==> src/rtl/bcd_scan_pkg.sv <==
// rtl/bcd_scan_pkg.sv - shared types and constants for the multiplexed 7-segment scan driver
//
// Purpose : scan FSM state encoding, the pre-polarity "all segments off" pattern,
//           and a ceil(log2) width helper for sizing counters and indices.
// Ports   : none (package).
package bcd_scan_pkg;

  typedef enum logic [1:0] {
    IDLE  = 2'd0,
    BLANK = 2'd1,
    SHOW  = 2'd2
  } scan_state_t;

  localparam logic [6:0] SEG_OFF = 7'b0000000;

  // Bits needed to count 0..value-1; never less than 1 so vectors stay legal.
  function automatic int clog2_w(input int value);
    int w;
    int v;
    w = 0;
    v = value - 1;
    while (v > 0) begin
      w++;
      v = v >> 1;
    end
    return (w < 1) ? 1 : w;
  endfunction

endpackage

==> src/rtl/bcd_7segment.sv <==
// rtl/bcd_7segment.sv - combinational BCD/hex digit to 7-segment decoder
//
// Purpose : maps a 4-bit code to active-high segments {a,b,c,d,e,f,g}.
//           Codes 10..15 decode to hex glyphs A, b, C, d, E, F.
// Ports   : bcd     in  4  digit code
//           segment out 7  {a,b,c,d,e,f,g}, 1 = lit
module bcd_7segment (
  input  logic [3:0] bcd,
  output logic [6:0] segment
);

  always_comb begin
    segment = 7'h00;
    case (bcd)
      4'h0: segment = 7'h7E;
      4'h1: segment = 7'h30;
      4'h2: segment = 7'h6D;
      4'h3: segment = 7'h79;
      4'h4: segment = 7'h33;
      4'h5: segment = 7'h5B;
      4'h6: segment = 7'h5F;
      4'h7: segment = 7'h70;
      4'h8: segment = 7'h7F;
      4'h9: segment = 7'h7B;
      4'hA: segment = 7'h77;
      4'hB: segment = 7'h1F;
      4'hC: segment = 7'h4E;
      4'hD: segment = 7'h3D;
      4'hE: segment = 7'h4F;
      4'hF: segment = 7'h47;
      default: segment = 7'h00;
    endcase
  end

endmodule

==> src/rtl/bcd_scan_driver.sv <==
// rtl/bcd_scan_driver.sv - multiplexed multi-digit 7-segment scan driver with blanking guard
//
// Purpose : snapshots NUM_DIGITS packed BCD digits once per frame and scans them
//           one at a time; each digit slot is BLANK_CYCLES dark followed by
//           SCAN_DIV-BLANK_CYCLES with the digit enabled.
// Ports   : clk        in  1             system clock
//           rst        in  1             synchronous active-high reset
//           enable     in  1             scan enable, low = display dark
//           bcd_in     in  4*NUM_DIGITS  packed digits, digit 0 = bcd_in[3:0] (rightmost)
//           segment    out 7             {a,b,c,d,e,f,g} after polarity, registered
//           digit_sel  out NUM_DIGITS    one-hot digit enable after polarity, registered
//           frame_done out 1             one-cycle pulse on the first BLANK cycle of a new frame
// Options : `define LEADING_ZERO_BLANK_EN to darken leading zero digits (digit 0 always shown).
module bcd_scan_driver
  import bcd_scan_pkg::*;
#(
  parameter int NUM_DIGITS     = 4,
  parameter int SCAN_DIV       = 50000,
  parameter int BLANK_CYCLES   = 16,
  parameter int SEG_ACTIVE_LOW = 1,
  parameter int DIG_ACTIVE_LOW = 1
) (
  input  logic                    clk,
  input  logic                    rst,
  input  logic                    enable,
  input  logic [4*NUM_DIGITS-1:0] bcd_in,
  output logic [6:0]              segment,
  output logic [NUM_DIGITS-1:0]   digit_sel,
  output logic                    frame_done
);

  localparam int CW = clog2_w(SCAN_DIV);
  localparam int IW = clog2_w(NUM_DIGITS);

  localparam logic [CW-1:0] BLANK_LAST = CW'(BLANK_CYCLES - 1);
  localparam logic [CW-1:0] SHOW_LAST  = CW'(SCAN_DIV - BLANK_CYCLES - 1);
  localparam logic [IW-1:0] IDX_LAST   = IW'(NUM_DIGITS - 1);

  // XOR masks applied as values enter the output registers.
  localparam logic [6:0]            SEG_XOR = (SEG_ACTIVE_LOW != 0) ? 7'h7F : 7'h00;
  localparam logic [NUM_DIGITS-1:0] DIG_XOR = (DIG_ACTIVE_LOW != 0) ? {NUM_DIGITS{1'b1}} : '0;

  scan_state_t             state;
  logic [IW-1:0]           idx;
  logic [CW-1:0]           cnt;
  logic [4*NUM_DIGITS-1:0] snap;

  // Index and snapshot as they will be after this edge; the decoder looks at
  // these so the segment register already holds the new digit during BLANK.
  logic [IW-1:0]           next_idx;
  logic [4*NUM_DIGITS-1:0] next_snap;
  logic [3:0]              mux_digit;
  logic [6:0]              dec_seg;
  logic [6:0]              digit_seg;
  logic                    show_end;

  assign show_end = (state == SHOW) && (cnt == SHOW_LAST);

  always_comb begin
    next_idx  = idx;
    next_snap = snap;
    if (state == IDLE) begin
      next_idx  = '0;
      next_snap = bcd_in;
    end else if (show_end) begin
      if (idx == IDX_LAST) begin
        next_idx  = '0;
        next_snap = bcd_in;
      end else begin
        next_idx = idx + 1'b1;
      end
    end
  end

  assign mux_digit = next_snap[4*int'(next_idx) +: 4];

  bcd_7segment u_dec (
    .bcd     (mux_digit),
    .segment (dec_seg)
  );

`ifdef LEADING_ZERO_BLANK_EN
  // lead_zero[i] is set when digit i and every digit above it are zero.
  logic [NUM_DIGITS-1:0] lead_zero;

  always_comb begin
    logic run;
    lead_zero = '0;
    run       = 1'b1;
    for (int i = NUM_DIGITS - 1; i >= 1; i--) begin
      run          = run && (next_snap[4*i +: 4] == 4'd0);
      lead_zero[i] = run;
    end
  end

  assign digit_seg = lead_zero[next_idx] ? SEG_OFF : dec_seg;
`else
  assign digit_seg = dec_seg;
`endif

  always_ff @(posedge clk) begin
    if (rst) begin
      state      <= IDLE;
      idx        <= '0;
      cnt        <= '0;
      snap       <= '0;
      segment    <= SEG_OFF ^ SEG_XOR;
      digit_sel  <= DIG_XOR;
      frame_done <= 1'b0;
    end else if (!enable) begin
      state      <= IDLE;
      idx        <= '0;
      cnt        <= '0;
      segment    <= SEG_OFF ^ SEG_XOR;
      digit_sel  <= DIG_XOR;
      frame_done <= 1'b0;
    end else begin
      frame_done <= 1'b0;
      case (state)
        IDLE: begin
          state     <= BLANK;
          idx       <= next_idx;
          snap      <= next_snap;
          cnt       <= '0;
          segment   <= digit_seg ^ SEG_XOR;
          digit_sel <= DIG_XOR;
        end
        BLANK: begin
          if (cnt == BLANK_LAST) begin
            state     <= SHOW;
            cnt       <= '0;
            digit_sel <= (NUM_DIGITS'(1) << idx) ^ DIG_XOR;
          end else begin
            cnt <= cnt + 1'b1;
          end
        end
        SHOW: begin
          if (show_end) begin
            state      <= BLANK;
            cnt        <= '0;
            idx        <= next_idx;
            snap       <= next_snap;
            segment    <= digit_seg ^ SEG_XOR;
            digit_sel  <= DIG_XOR;
            frame_done <= (idx == IDX_LAST);
          end else begin
            cnt <= cnt + 1'b1;
          end
        end
        default: begin
          state     <= IDLE;
          idx       <= '0;
          cnt       <= '0;
          segment   <= SEG_OFF ^ SEG_XOR;
          digit_sel <= DIG_XOR;
        end
      endcase
    end
  end

endmodule

==> config.mk <==
export PLATFORM = sky130hd
export DESIGN_NAME = bcd_scan_driver
export DESIGN_NICKNAME = d
export VERILOG_FILES = /design/src/rtl/bcd_scan_pkg.sv /design/src/rtl/bcd_7segment.sv /design/src/rtl/bcd_scan_driver.sv
export SDC_FILE = /design/constraint.sdc
export NUM_CORES = 1
export LEC_CHECK = 0
export BUFFER_PORTS_ARGS = -buffer_cell sky130_fd_sc_hd__buf_2
export CORE_ASPECT_RATIO = 1.5
export CORE_UTILIZATION = 30
export CTS_BUF_LIST = sky130_fd_sc_hd__clkbuf_8
export CTS_CLUSTER_SIZE = 12
export DETAILED_ROUTE_END_ITERATION = 8
export PLACE_DENSITY = 0.53
export SYNTH_ARGS = -nofsm -noshare
export SYNTH_HDL_FRONTEND = slang
export SYNTH_SLANG_ARGS = --single-unit
==> constraint.sdc <==
create_clock -name clk -period 5.78 [get_ports clk]
set_input_delay 0.289 -clock clk [delete_from_list [all_inputs] [get_ports clk]]
set_output_delay 0.289 -clock clk [all_outputs]
set_load 0.005 [all_outputs]
==> impl_metrics.sql <==
INSERT INTO impl_metrics (metric_group, metric, value, unit) VALUES
('clocking', 'clock_latency_late_sink', '0.31', 'ns'),
('clocking', 'clk_transition_reported_paths', '0.09', 'ns'),
('critical_path', 'timing.critical_path.slowest_stage_cell', 'sky130_fd_sc_hd__o21ai_0', ''),
('global_routing', 'grt_antenna_before_repair', '0', ''),
('yosys', 'yosys_warnings', '0', ''),
('clocking', 'clock_tree.buffer_depth', '2', ''),
('floorplanning', 'placeableCoreArea', '8110', 'µm²'),
('routing', 'post_route_ant_nets', '0', ''),
('yosys', 'post-synth-top-area-cell', 'sky130_fd_sc_hd__dfxtp_1', ''),
('critical_path', 'slowest_delay', '0.69', 'ns'),
('min_path', 'worst_hold_path_type', 'input pin to flop', ''),
('routing', 'vias_per_cell', '4.81', ''),
('cells_and_area', 'number_of_fillers_in_the_final_layout', '876', ''),
('clocking', 'tritoncts', 'built', ''),
('place', 'dpl.cell_count', '417', ''),
('yosys', 'syn_area', '2530', 'µm²'),
('clocking', 'ctsHtreeMaxLevel', '2', ''),
('cells_and_area', 'share_of_post_route_cells_with_drive_strength_above_1', '0.166', ''),
('critical_path', 'cp_data_arrival_time', '4.69', 'ns'),
('routing', 'route.detailed.drc', '0', ''),
('cells_and_area', 'stdcell_count', '425', ''),
('routing', 'initialDrtViolationCount', '68', ''),
('sta', 'finalCritPeriodShare', '0.779', ''),
('floorplanning', 'placement_rows', '40', ''),
('clocking', 'cells_resized_by_post_cts_repair', '0', ''),
('sta', 'rsz0062_at_grt', 'false', ''),
('cells_and_area', 'diodes', '0', ''),
('critical_path', 'cp_num_buf_inv', '2', ''),
('yosys', 'syn_area_per_cell', '8.66', 'µm²'),
('critical_path', 'worst_path_cell_chain', 'inv_1, ha_1, or4bb_1, nor4_4, mux2i_2, mux2i_1, mux2i_1, o21ai_0, inv_1, ha_1, nor3b_1, a2111oi_0, nor3_1', ''),
('job', 'drv.max_cap_violation_count', '0', ''),
('routing', 'drt_pass1_iterations', '4', ''),
('pwr', 'power.density', '235', 'nW/µm²'),
('yosys', 'ys_top_cells_by_area', 'sky130_fd_sc_hd__dfxtp_1 38%, sky130_fd_sc_hd__mux2i_1 9.5%, sky130_fd_sc_hd__nor2_1 7.7%', ''),
('routing', 'finalWirelength', '5.47', 'mm'),
('sta', 'max_freq', '0.222', 'GHz'),
('sta', 'report.final.slew_viol_count', '0', ''),
('place', 'finalWeightedCongestion', '0.840', ''),
('floorplanning', 'io_pins', '31', ''),
('sta', 'worst-slew-pin-transition', '1.18', 'ns'),
('floorplanning', 'die_area', '8810', 'µm²'),
('place', 'post-dp-hpwl', '4.31', 'mm'),
('cells_and_area', 'final_layout_net_count', '353', ''),
('critical_path', 'startpoint_type', 'flop', ''),
('global_routing', 'maximum_number_of_pins_on_one_net_before_global_route_repair', '18', ''),
('yosys', 'asyncSetResetFlopFracSynth', '0', ''),
('critical_path', 'worst_path_dominant_cell_family', 'simple AND/OR/NAND/NOR gates', ''),
('sta', 'period_needed', '4.50', 'ns'),
('floorplanning', 'dieWidth', '77.0', 'µm'),
('routing', 'wl_per_cell', '12.9', 'µm'),
('pwr', 'total_leakage_power', '1.04', 'nW'),
('floorplanning', 'floorplan.initialDensity', '0.312', ''),
('global_routing', 'grt.total_usage', '0.134', ''),
('critical_path', 'timing.critical_path.to_type', 'flop', ''),
('status', 'outcome', 'completed', ''),
('yosys', 'yosys.area.top_type_share', '0.380', ''),
('clocking', 'post_cts_setup_buffer_count', '0', ''),
('global_routing', 'globalRouteOverflowTotal', '0', ''),
('clocking', 'clk_root_buffer_cell', 'sky130_fd_sc_hd__clkbuf_8', ''),
('cells_and_area', 'area_growth', '13.8', '%'),
('sta', 'setup_viol_count_final', '0', ''),
('pwr', 'ir_drop', '0.000119', 'V'),
('routing', 'route.vias.total', '2045', ''),
('critical_path', 'worst-setup-path-type', 'flop to flop', ''),
('global_routing', 'grt_first_pass_wirelength', '9.24', 'mm'),
('yosys', 'ys.flop_type', 'sky130_fd_sc_hd__dfxtp_1', ''),
('yosys', 'distinct_cell_type_count_of_the_synthesized_netlist', '48', ''),
('sta', 'number_of_failing_hold_endpoints_at_the_final_stage', '0', ''),
('clocking', 'cts_made_buffers', '5', ''),
('global_routing', 'grt_pass1_vias', '1964', ''),
('sta', 'setup_tns', '0', 'ns');
==> Yosys cell counts (all sizes together), types with 3 or more instances <==
master and instances:
nand3 12, xor2 5, buf 3, or3 3, a21oi 5, nand2 23
nor4 5, ha 15, xnor2 11, mux2i 25, nand4 3, o21ai 13
a31oi 7, inv 10, nor3 8, clkbuf 7, nor2 52, dfxtp 48
nor3b 3, nand2b 4, or2 4
==> cells by family (layout without fill, tap and decap cells) <==
logic type      Yosys count  count (layout)  synth area share
mux                      26              26             0.105
flops                    48              48             0.380
simple gates            128             128             0.250
xor+xnor                 16              16            0.0554
buf+inv                  20              48            0.0336
compound gates           39              39             0.102
fa+ha+maj                15              15            0.0742
==> registers in the layout, indices dropped and copies added (netlist names) <==
name        cells
digit_sel       4
segment         7
cnt            16
frame_done      1
idx             2
state           2
snap           16
==> per-layer routing <==
layer / routed length (µm) / global-route usage / share of wire
met1: 2260 / 0.140 / 0.41
met4: 86 / 0.0553 / 0.016
met3: 162 / 0.0303 / 0.030
met2: 2960 / 0.255 / 0.54
met5: 0 / 0 / 0
==> worst min-delay path: stages <==
cell and delay (ns):
sky130_fd_sc_hd__buf_2 0.07, sky130_fd_sc_hd__mux2i_1 0.05, sky130_fd_sc_hd__nor2_1 0.07
==> per-stage QoR <==
| stage | instance area, µm² | worst slack [ns] | power (mW) | util | hold WS, ns |
|---|---|---|---|---|---|
| 3_5_place_dp | 2770 | 1.28 | 0.440 | 0.341 | 0.444 |
| 6_report | 2880 | 1.28 | 0.675 | 0.355 | 0.212 |
| 2_1_floorplan | 2530 | 1.83 | 0.415 | - | 0.418 |
| 5_1_grt | 2880 | 0.879 | 0.709 | 0.355 | 0.221 |
| 4_1_cts | 2880 | 1.26 | 0.687 | 0.355 | 0.203 |
| 3_3_place_gp | 2770 | 1.49 | 0.440 | 0.341 | 0.428 |
==> power by group <==
part / internal (mW) / switching (mW) / total (mW)
registers: 0.343 / 0.00642 / 0.349
logic: 0.0356 / 0.0466 / 0.0822
clock network: 0.128 / 0.116 / 0.244
total: 0.506 / 0.169 / 0.675
==> area by class of cell <==
cell class,instances,area (µm²),area share
multi-input cells,224,1490,0.517
flip-flops and latches,48,961,0.334
repair buffers,30,150,0.0522
well taps,105,131,0.0456
clock buffers,5,68.8,0.0239
clock inverters,3,42.5,0.0148
inverters,10,37.5,0.0130
==> path summary, 6_finish.rpt <==
kind,from,to,slack (ns),cells after the start
min,bcd_in[6],snap[6],0.21,3
min reg2reg,cnt[0],cnt[0],0.45,1
max reg2reg,state[0],segment[3],1.28,13
max,state[0],segment[3],1.28,13
Power figures use the tool's default switching activity.
